**src/rtl/servo_pwm_gen.sv**
```systemverilog
// Servo PWM frame generator: one pulse per PERIOD-cycle frame, with the pulse
// width latched (and clamped to [MIN_W, MAX_W]) only at frame boundaries.
module servo_pwm_gen #(
    parameter int unsigned PERIOD = 1000000,
    parameter int unsigned MIN_W  = 18000,
    parameter int unsigned MAX_W  = 130000,
    parameter int unsigned INIT_W = 74250
) (
    input  logic        clk,
    input  logic        rst_n,
    input  logic        en,
    input  logic [18:0] width_in,
    output logic        pwm_o,
    output logic        frame_start,
    output logic [18:0] width_act,
    output logic        clamped
);

    typedef enum logic [1:0] {
        IDLE = 2'd0,
        HIGH = 2'd1,
        LOW  = 2'd2
    } state_t;

    localparam logic [19:0] LAST_CNT = 20'(PERIOD - 1);
    localparam logic [18:0] MIN_V    = 19'(MIN_W);
    localparam logic [18:0] MAX_V    = 19'(MAX_W);
    localparam logic [18:0] INIT_V   = 19'(INIT_W);

    state_t      state_r;
    state_t      state_nxt_s;
    logic [19:0] cnt_r;
    logic [19:0] cnt_nxt_s;
    logic [19:0] cnt_inc_s;
    logic        start_s;
    logic [18:0] clamp_w_s;
    logic        clamp_f_s;
    logic        pwm_r;
    logic        pwm_nxt_s;
    logic        frame_start_r;
    logic [18:0] width_act_r;
    logic [18:0] width_nxt_s;
    logic        clamped_r;
    logic        clamped_nxt_s;

    function automatic logic [18:0] clamp_width(input logic [18:0] w);
        if (w < MIN_V) begin
            return MIN_V;
        end else if (w > MAX_V) begin
            return MAX_V;
        end else begin
            return w;
        end
    endfunction

    function automatic logic out_of_range(input logic [18:0] w);
        return (w < MIN_V) || (w > MAX_V);
    endfunction

    assign clamp_w_s = clamp_width(width_in);
    assign clamp_f_s = out_of_range(width_in);
    assign cnt_inc_s = cnt_r + 20'd1;

    // State and frame counter register
    always_ff @(posedge clk or negedge rst_n) begin
        if (!rst_n) begin
            state_r <= IDLE;
            cnt_r   <= 20'd0;
        end else begin
            state_r <= state_nxt_s;
            cnt_r   <= cnt_nxt_s;
        end
    end

    // Next-state: frame starts come from IDLE or from the last cycle of a frame
    always_comb begin
        state_nxt_s = state_r;
        cnt_nxt_s   = cnt_r;
        start_s     = 1'b0;
        case (state_r)
            IDLE: begin
                cnt_nxt_s = 20'd0;
                if (en) begin
                    start_s     = 1'b1;
                    state_nxt_s = (clamp_w_s != 19'd0) ? HIGH : LOW;
                end else begin
                    state_nxt_s = IDLE;
                end
            end
            HIGH, LOW: begin
                if (cnt_r == LAST_CNT) begin
                    cnt_nxt_s = 20'd0;
                    if (en) begin
                        start_s     = 1'b1;
                        state_nxt_s = (clamp_w_s != 19'd0) ? HIGH : LOW;
                    end else begin
                        state_nxt_s = IDLE;
                    end
                end else begin
                    cnt_nxt_s   = cnt_inc_s;
                    state_nxt_s = (cnt_inc_s < {1'b0, width_act_r}) ? HIGH : LOW;
                end
            end
            default: begin
                cnt_nxt_s   = 20'd0;
                state_nxt_s = IDLE;
            end
        endcase
    end

    // Output decode: width/clamp status only change on a frame start
    always_comb begin
        pwm_nxt_s     = (state_nxt_s == HIGH);
        width_nxt_s   = width_act_r;
        clamped_nxt_s = clamped_r;
        if (start_s) begin
            width_nxt_s   = clamp_w_s;
            clamped_nxt_s = clamp_f_s;
        end else begin
            width_nxt_s   = width_act_r;
            clamped_nxt_s = clamped_r;
        end
    end

    // Registered outputs
    always_ff @(posedge clk or negedge rst_n) begin
        if (!rst_n) begin
            pwm_r         <= 1'b0;
            frame_start_r <= 1'b0;
            width_act_r   <= INIT_V;
            clamped_r     <= 1'b0;
        end else begin
            pwm_r         <= pwm_nxt_s;
            frame_start_r <= start_s;
            width_act_r   <= width_nxt_s;
            clamped_r     <= clamped_nxt_s;
        end
    end

    assign pwm_o       = pwm_r;
    assign frame_start = frame_start_r;
    assign width_act   = width_act_r;
    assign clamped     = clamped_r;

endmodule

```
**config.mk**
```make
export PLATFORM = sky130hd
export DESIGN_NAME = servo_pwm_gen
export DESIGN_NICKNAME = d
export VERILOG_FILES = /design/src/rtl/servo_pwm_gen.sv
export SDC_FILE = /design/constraint.sdc
export NUM_CORES = 1
export LEC_CHECK = 0
export BUFFER_PORTS_ARGS = -buffer_cell sky130_fd_sc_hd__buf_2
export CAP_MARGIN = 10
export CORE_ASPECT_RATIO = 1.75
export CORE_UTILIZATION = 50
export CTS_CLUSTER_SIZE = 25
export DETAILED_ROUTE_END_ITERATION = 8
export PLACE_DENSITY_LB_ADDON = 0.2
export SYNTH_ARGS = -nofsm -noshare
export SYNTH_HDL_FRONTEND = slang
export SYNTH_SLANG_ARGS = --single-unit
```
**constraint.sdc**
```tcl
create_clock -name clk -period 3.3 [get_ports clk]
set_clock_uncertainty 0.1 [all_clocks]
set_input_delay 0.66 -clock clk [delete_from_list [all_inputs] [get_ports clk]]
set_output_delay 0.66 -clock clk [all_outputs]
set_load 0.1 [all_outputs]
```
==> results of run 1 <==
path summary, 6_finish.rpt:
kind                         endpoint  slack, ps
setup / recovery           state_r[0]        130
hold / removal               cnt_r[8]        410
setup reg to reg           state_r[0]        130
min in group clk             cnt_r[0]        420
hold reg to reg              cnt_r[0]        420
max in group asynchronous    cnt_r[6]       2040
critical path, delay by kind of cell (launching register included):
family / cells / cell delay, ps
DFF: 1 / 420
AOI/OAI and AO/OA: 6 / 1140
xor gates and xnor gates: 1 / 210
buffers and inverters: 1 / 60
adders and majority gates: 2 / 530
and+or+nand+nor: 2 / 610
power by group:
part           internal (mW)  leakage (nW)  switching, mW
clock                  0.224        0.0541          0.187
combinational         0.0133         0.977         0.0265
sequential             0.539         0.508              0
total                  0.776          1.54          0.213
cell families (layout without fill, tap and decap cells):
logic type,Yosys count,after routing,share of synthesized area
flops,44,44,0.4418
xor+xnor,17,17,0.05941
buf+inv,33,85,0.05342
fa+ha+maj,21,21,0.1048
simple gates,95,95,0.2002
compound gates,53,53,0.1403
layout make-up:
type	instances	area, um^2	share of cell area
clock buffers	5	68.82	0.02331
flip-flops and latches	44	1109	0.3754
well taps	52	65.06	0.02203
clock inverters	3	42.54	0.01441
multi-input cells	186	1299	0.4398
inverters	27	101.3	0.03432
repair buffers	50	267.8	0.09068
flip-flops by register name, summed over array words and instances, names as in the netlist:
register     cells
clamped          1
state_r          2
cnt_r           20
frame_start      1
width_act       19
pwm_o            1
per-layer routing:
metal,global-route usage,vias to the layer above
li1,-,1027
met1,0.2434,971
met2,0.4157,34
met3,0.02849,12
met4,0.1125,0
met5,0,-
repair_timing:
| item | 4_1_cts | 5_1_grt |
|---|---|---|
| cloned | 0 | 0 |
| gates resized for setup | 1 | 7 |
| buffers inserted | 0 | 6 |
| endpoints found under the hold margin | 0 | 0 |
| endpoints found under the setup margin | 2 | 3 |
| pin swaps | 0 | 2 |
Yosys cell counts (all sizes together) (7+ instances only):
master,number
dfrtp,39
a21oi,10
xor2,9
nand2,22
nor3,8
o21ai,10
nand4,7
xnor2,8
ha,21
nor2,21
and3,9
nand3,7
inv,27
nor2b,12
==> run metrics, run 1 <==
status=complete, no violations; R2R depth=12; final worst-path cycle share=0.9599; GRT Util Overall=0.2221; Seq cells post-synth=44; Pins Over Slew Limit=0; global-route wire length before repair=9039 um; post-synth cell types=42; critical path startpoint category=register; H-tree levels=2; Hold WC Path Type=primary input to asynchronous set/reset pin; RSZ-0062 raised after global routing=false; crit path DAT=3260 ps; Initial DRT Pass Iterations=6; clock transition at the registers of the reported paths=90 ps; Worst setup EP type=register; Placeable Area=~0.0047 mm^2; # diodes=0; placed inst area=around 0.0028 mm^2; Layout Utilization=0.6219; Tmin final=between 3000 and 4000 ps; routability congestion estimate=0.7720; placed insts=roughly 350; Slew @ Worst Pin=964.6 ps; commonest non-fill, non-tap cells in the layout=buf_2, dfrtp_1, inv_1, nand2_1, nor2_1; Max Clk Rate=~0.32 GHz; Slowest cell on crit path=dfrtp_1; post-synth top area cell=dfrtp_1; DRT iter0 DRCs=between 40 and 50; Clock Latency Late Sink=300 ps; Die W=roughly 56 um; post-route ant nets=0; Post-route DRC=0; CTS tree=done; I/O Pins=44; syn nets=approximately 310; Synth top area share=0.3894; met2 routed WL=3010 um; Synth Cell Area=between 0.002 and 0.003 mm^2; max-cap check violation count=0; initial core utilization=0.5278; asr flop ratio synth=1.000; pin count of the biggest net entering global routing=45; initial antenna violation count=0; vias in the first global route=2018; FP Rows=33; Layout Cells excl Fill=367; Clock Path Buffers=2; grt ovf=0; share of cells above drive strength 1=0.2540; Hold Violations, Final=0; crit path kind=register to register; top routing layer used=met4; Rel. slew slack=0.3569; reg2reg start=cnt_r[0]; Final setup viols=0; PnR worst setup slack=between 100 and 150 ps; total CTS buffers=5; chip height=approximately 96 um; die footprint=roughly 0.0053 mm^2; Avg WL per Cell=roughly 15 um; Crit Path Max Fanout=5; synthesized instance count=between 200 and 300; root buf cell=clkbuf_8; pre-CTS setup slack=around 60 ps; metal3 WL=around 110 um; Crit path required time=roughly 3400 ps; Leak Pwr=between 1.5 and 2 nW; Vias/cell=around 5.6; max incr delay on CP=420 ps; pwr dens=approximately 340 mW/mm^2; worst hold margin=a little over 400 ps; fill count=~410; Post-synth EDFFs=0; IO Port Bufs=43; Sink Count=44; TNS Setup=0 ps; Primary FF master, synth=dfrtp_1; Avg Inst Size Synth=9.529 um^2; Critical Path Source=cnt_r[0]; Yosys warning count=0; worst path cell trace=ha_2 > inv_1 > or3_4 > nor3_2 > xor2_1 > ha_1 > a41oi_1 > o211ai_1 > a21oi_1 > o21ai_0 > a311o_2 > o31ai_1; wire length on met1=between 2000 and 2500 um; worst ir drop on vdd=0.3069 mV; hpwl dp=roughly 4200 um; Nets=roughly 360; vias post-DR=slightly above 2k; Hold-fix buffers, CTS=0; Syn-to-layout area delta=17.82%; Final Cell Area=approximately 0.0030 mm^2; drt total wl=around 5600 um; top cells by area, synth=dfrtp_1, ha_1, dfstp_2; sequential area share after synthesis=0.4418; most common cell after layout, fill and taps aside=buf_2; total power=slightly below 1 mW
(Power assumes the default switching activity.)
==> run 2: changes to the inputs <==
RECOVER_POWER = 100   (was unset)
==> run metrics, run 2 (synthesis results as in run 1) <==
worst r2r dst=state_r[0]; placed inst area=0.002761 mm^2 (unchanged); Hold-fix buffers, CTS=0 (unchanged); Avg WL per Cell=15.35 um (+0.54%); pre-CTS setup slack=59.88 ps (unchanged); Post-route DRC=0 (unchanged); worst path cell trace=ha_2 > inv_1 > or3_4 > nor3_2 > xor2_1 > ha_1 > a41oi_1 > o211ai_1 > a21oi_1 > o21ai_0 > a311o_2 > o31ai_1; Die W=55.52 um (unchanged); I/O Pins=44 (unchanged); Worst setup EP type=register; fill count=426 (+3.4%); pin count of the biggest net entering global routing=45 (unchanged); Pins Over Slew Limit=45 (+45); Placeable Area=0.004748 mm^2 (unchanged); max-cap check violation count=1 (+1); Hold WC Path Type=register to register; r2r setup slk=120 ps (about the same); grt ovf=0 (unchanged); reg2reg start=cnt_r[0]; Crit path required time=3400 ps (about the same); Clock Path Buffers=2 (unchanged); Sink Count=44 (unchanged); drt total wl=5633 um (+0.54%); DRT iter0 DRCs=52 (+11%); failing checks=capacitance limit, slew limit; status=finished with violations; # diodes=0 (unchanged); total CTS buffers=5 (unchanged); Clock Latency Late Sink=300 ps (about the same); global-route wire length before repair=9039 um (unchanged); RSZ-0062 raised after global routing=false; share of cells above drive strength 1=0.1746 (-0.07937); IO Port Bufs=43 (unchanged); die footprint=0.005310 mm^2 (unchanged); Hold Violations, Final=0 (unchanged); Initial DRT Pass Iterations=4 (-2); Tmin final=3178 ps (+9.886 ps); hold wc startpoint=cnt_r[0]; GRT Util Overall=0.2221 (unchanged); initial core utilization=0.5278 (unchanged); Rel. slew slack=-0.5357 (-0.8926); Final Cell Area=0.002920 mm^2 (-1.1%); Biggest register=cnt_r; Final setup viols=0 (unchanged); Nets=357 (unchanged); max incr delay on CP=420 ps (about the same); chip height=95.66 um (unchanged); hpwl dp=4228 um (unchanged); PnR worst setup slack=122.3 ps (-9.886 ps); clock transition at the registers of the reported paths=80 ps (about the same); Leak Pwr=1.499 nW (-2.6%); Syn-to-layout area delta=16.53%; end of the critical path=state_r[0]; root buf cell=clkbuf_8; Slowest cell on crit path=dfrtp_1; worst hold margin=416.3 ps (+5.211 ps); commonest non-fill, non-tap cells in the layout=dfrtp_1, inv_1, clkbuf_1, nand2_1, nor2_1; final worst-path cycle share=0.9629 (+0.002996); Crit Path Max Fanout=5 (unchanged); post-route ant nets=0 (unchanged); vias post-DR=2044 (unchanged); Slew @ Worst Pin=2303 ps (+1339 ps); R2R depth=12 (unchanged); worst ir drop on vdd=0.3068 mV (about the same); Max Clk Rate=0.3147 GHz (-0.31%); routability congestion estimate=0.7720 (unchanged); crit path kind=register to register; vias in the first global route=2018 (unchanged); Vias/cell=5.569 (unchanged); Critical Path Source=cnt_r[0]; CTS tree=done; crit path DAT=3270 ps (about the same); TNS Setup=0 ps (unchanged); most common cell after layout, fill and taps aside=dfrtp_1; initial antenna violation count=0 (unchanged); pwr dens=339.2 mW/mm^2 (+1.2%); max FFs per register=20 (unchanged); critical path startpoint category=register; H-tree levels=2 (unchanged); FP Rows=33 (unchanged); total power=0.9905 mW (+0.10%)
[run 2: cell count changes in the layout (fill, tap and decap cells not counted)]
cell      before  now
clkbuf_1       0   24
buf_2         43   20
buf_4          7    6
inv_1         26   27
inv_2          1    0
[run 2: worst min-delay path by stage]
stage | cells after the start | slack, ps | end
6_report | 1 | 420 | cnt_r[0]
5_1_grt | 2 | 450 | width_act[0]
4_1_cts | 1 | 420 | cnt_r[0]
3_5_place_dp | 1 | 400 | cnt_r[0]
3_3_place_gp | 1 | 390 | cnt_r[0]
2_1_floorplan | 0 | 260 | clamped
[run 2: layout make-up]
type	count	area [um^2]	area share
Inverter	27	101.3	0.03470
Sequential cell	44	1109	0.3796
Clock buffer	5	68.82	0.02356
Timing Repair Buffer	50	235.2	0.08055
Clock inverter	3	42.54	0.01457
Multi-Input combinational cell	186	1299	0.4447
Tap cell	52	65.06	0.02228
[run 2: layer usage]
metal / global-route usage / wire length, um
met1: 0.2434 / 2375
met3: 0.02849 / 93
met2: 0.4157 / 3047
met4: 0.1125 / 116
met5: 0 / 0
[run 2: critical path: cells and delay by family, from the launching register on]
kind                       cells  cell delay, ps
AOI/OAI and AO/OA              6            1160
and+or+nand+nor                2             610
adders and majority gates      2             530
DFF                            1             420
xor gates and xnor gates       1             210
buffers and inverters          1              60
[run 2: metrics by stage]
stage / std cells / util
floorplan: 263 / -
global placement: 353 / 0.5816
detailed placement: 353 / 0.5816
CTS: 361 / 0.6061
global route: 367 / 0.6150
finish: 367 / 0.6150
[run 2: what timing repair did]
| action | CTS | global route |
|---|---|---|
| setup endpoints to repair | 2 | 3 |
| gates resized for setup | 1 | 7 |
| pin swaps | 0 | 2 |
| setup buffers | 0 | 6 |
[run 2: power breakdown]
group	total, mW	internal (mW)	switching [mW]	leakage, nW
Clock	0.412	0.224	0.188	0.0541
Combinational	0.0396	0.0130	0.0266	0.937
Sequential	0.539	0.539	0	0.508
Total	0.990	0.776	0.214	1.50
==> run 3: changes to the inputs <==
CAP_MARGIN = unset   (was 10)
CORE_ASPECT_RATIO = 0.9   (was 1.75)
==> run metrics, run 3 (synthesis results as in run 1) <==
GRT Util Overall=0.2171 (-0.005047); DRT iter0 DRCs=89 (+71%); Die W=76.63 um (+38%); max-cap check violation count=1 (unchanged); Final setup viols=0 (unchanged); root buf cell=clkbuf_8; Crit path required time=3360 ps (-40 ps); Initial DRT Pass Iterations=4 (unchanged); crit path DAT=3220 ps (-50 ps); # diodes=0 (unchanged); Max Clk Rate=0.3168 GHz (+0.68%); initial core utilization=0.5184 (-0.009425); critical path startpoint category=register; Hold WC Path Type=register to register; share of cells above drive strength 1=0.2419 (+0.06733); RSZ-0062 raised after global routing=false; final worst-path cycle share=0.9564 (-0.006515); Hold Violations, Final=0 (unchanged); crit path kind=register to register; drt total wl=5280 um (-6.3%); TNS Setup=0 ps (unchanged); Net Switching=0.2029 mW (-5.4%); commonest non-fill, non-tap cells in the layout=buf_2, dfrtp_1, inv_1, nand2_1, nor2_1; vias post-DR=2014 (-1.5%); pin count of the biggest net entering global routing=45 (unchanged); worst hold margin=415.6 ps (-0.7300 ps); Seq pwr share=0.585 (+0.041); IO Port Bufs=43 (unchanged); Nets=352 (-1.4%); Clock Path Buffers=2 (unchanged); grt ovf=0 (unchanged); Worst setup EP type=register; pwr dens=316.4 mW/mm^2 (-6.7%); Rel. slew slack=-0.5040 (+0.03166); hpwl dp=4015 um (-5.1%); Avg WL per Cell=14.08 um (-8.3%); fill count=441 (+3.5%); CTS tree=done; worst path cell trace=nand4_1 > or4_4 > nor2_1 > nand2_1 > xnor2_2 > ha_1 > a211oi_2 > o211ai_1 > a21oi_1 > o21ai_1 > a311o_2 > nor3b_2; global-route wire length before repair=8935 um (-1.2%); initial antenna violation count=0 (unchanged); die footprint=0.005300 mm^2 (-0.20%); most common cell after layout, fill and taps aside=buf_2; failing checks=capacitance limit, slew limit; status=finished with violations; clock transition at the registers of the reported paths=80 ps (about the same); H-tree levels=2 (unchanged); Slew @ Worst Pin=2256 ps (-47.48 ps); total CTS buffers=5 (unchanged); R2R depth=12 (unchanged); Sw Share=0.2200 (+0.003490); vias in the first global route=1900 (-5.8%); Clock Latency Late Sink=290 ps (about the same); Hold Path Sink=cnt_r[0]; post-route ant nets=0 (unchanged); Worst Hold Depth=1 (unchanged); worst r2r dst=state_r[1]; max incr delay on CP=590 ps (+170 ps); Sink Count=44 (unchanged); Pint=0.7191 mW (-7.3%); Slowest cell on crit path=or4_4; I/O Pins=44 (unchanged); worst ir drop on vdd=0.2522 mV (-18%); Vias/cell=5.371 (-3.6%); max FFs per register=20 (unchanged); Pins Over Slew Limit=45 (unchanged); Crit Path Max Fanout=5 (unchanged); r2r setup slk=140 ps (+20 ps); Biggest register=cnt_r; routability congestion estimate=0.8129 (+5.3%); Tmin final=3156 ps (-21.50 ps); Post-route DRC=0 (unchanged); reg2reg start=cnt_r[7]; Placeable Area=0.004835 mm^2 (+1.8%); Syn-to-layout area delta=16.28%; Leak Pwr=1.504 nW (+0.31%); FP Rows=24 (-27%); Hold-fix buffers, CTS=0 (unchanged); hold wc startpoint=cnt_r[0]; Clk pwr share=0.374 (-0.042); Logic pwr share=0.042 (+0.002); chip height=69.17 um (-28%)
run 3: changes by cell type in the layout (fill, tap and decap cells not counted), sizes merged:
cell / previous run / this run
clkinv: 1 / 2
clkinvlp: 1 / 0
buf: 26 / 43
clkbuf: 29 / 8
bufinv: 1 / 0
run 3: layout make-up:
class                   instances  area [um^2]  share of cell area
multi-input cells             186         1304              0.4474
inverters                      27        101.3             0.03478
clock buffers                   6        82.58             0.02834
well taps                      65        81.33             0.02791
repair buffers                 45        225.2             0.07729
flip-flops and latches         44         1110              0.3808
clock inverters                 2        10.01            0.003435
run 3: per-stage QoR:
step             util  setup slack (ps)  cells  cell area, um^2  power (mW)
3_5_place_dp   0.5745             75.39    366             2778      0.5894
2_1_floorplan       -             301.0    263             2506      0.5598
6_report       0.6027             143.8    375             2914      0.9220
5_1_grt        0.6027             6.051    375             2914      0.9557
4_1_cts        0.5937             68.87    374             2870      0.9299
3_3_place_gp   0.5745             185.7    366             2778      0.5891
run 3: layer usage:
layer | global-route usage | wire length, um | up-vias
met5 | 0 | 0 | -
met4 | 0.05769 | 46 | 0
met3 | 0.03974 | 141 | 5
met2 | 0.3293 | 2332 | 37
met1 | 0.3192 | 2759 | 953
li1 | - | - | 1019
run 3: worst max-delay path: cells and delay by family (launching register included):
kind | cells | cell delay (ps)
flip-flops | 1 | 420
adder cells (fa/ha/maj) | 1 | 310
XOR/XNOR | 1 | 150
AO/OA/AOI/OAI | 5 | 940
AND/OR/NAND/NOR | 5 | 1100
run 3: how the worst max path moves through the flow:
| stage | start | to | cells past startpoint |
|---|---|---|---|
| after floorplan | cnt_r[3] | state_r[1] | 13 |
| after global placement | cnt_r[2] | state_r[1] | 12 |
| after detailed placement | cnt_r[0] | state_r[1] | 12 |
| after CTS | cnt_r[0] | state_r[1] | 12 |
| after global routing | cnt_r[0] | state_r[1] | 12 |
| final | cnt_r[7] | state_r[1] | 12 |
run 3: what timing repair did:
action,CTS,global route
endpoints found under the setup margin,0,3
gates resized for setup,0,12
setup buffers,0,1
run 3: power groups by stage:
| stage | registers, mW | logic, mW | clock network, mW |
|---|---|---|---|
| after global placement | 0.549 | 0.0396 | 0 |
| after floorplan | 0.550 | 0.0102 | 0 |
| after CTS | 0.539 | 0.0399 | 0.351 |
| final | 0.539 | 0.0386 | 0.344 |
| after detailed placement | 0.549 | 0.0399 | 0 |
| after global routing | 0.539 | 0.0452 | 0.371 |
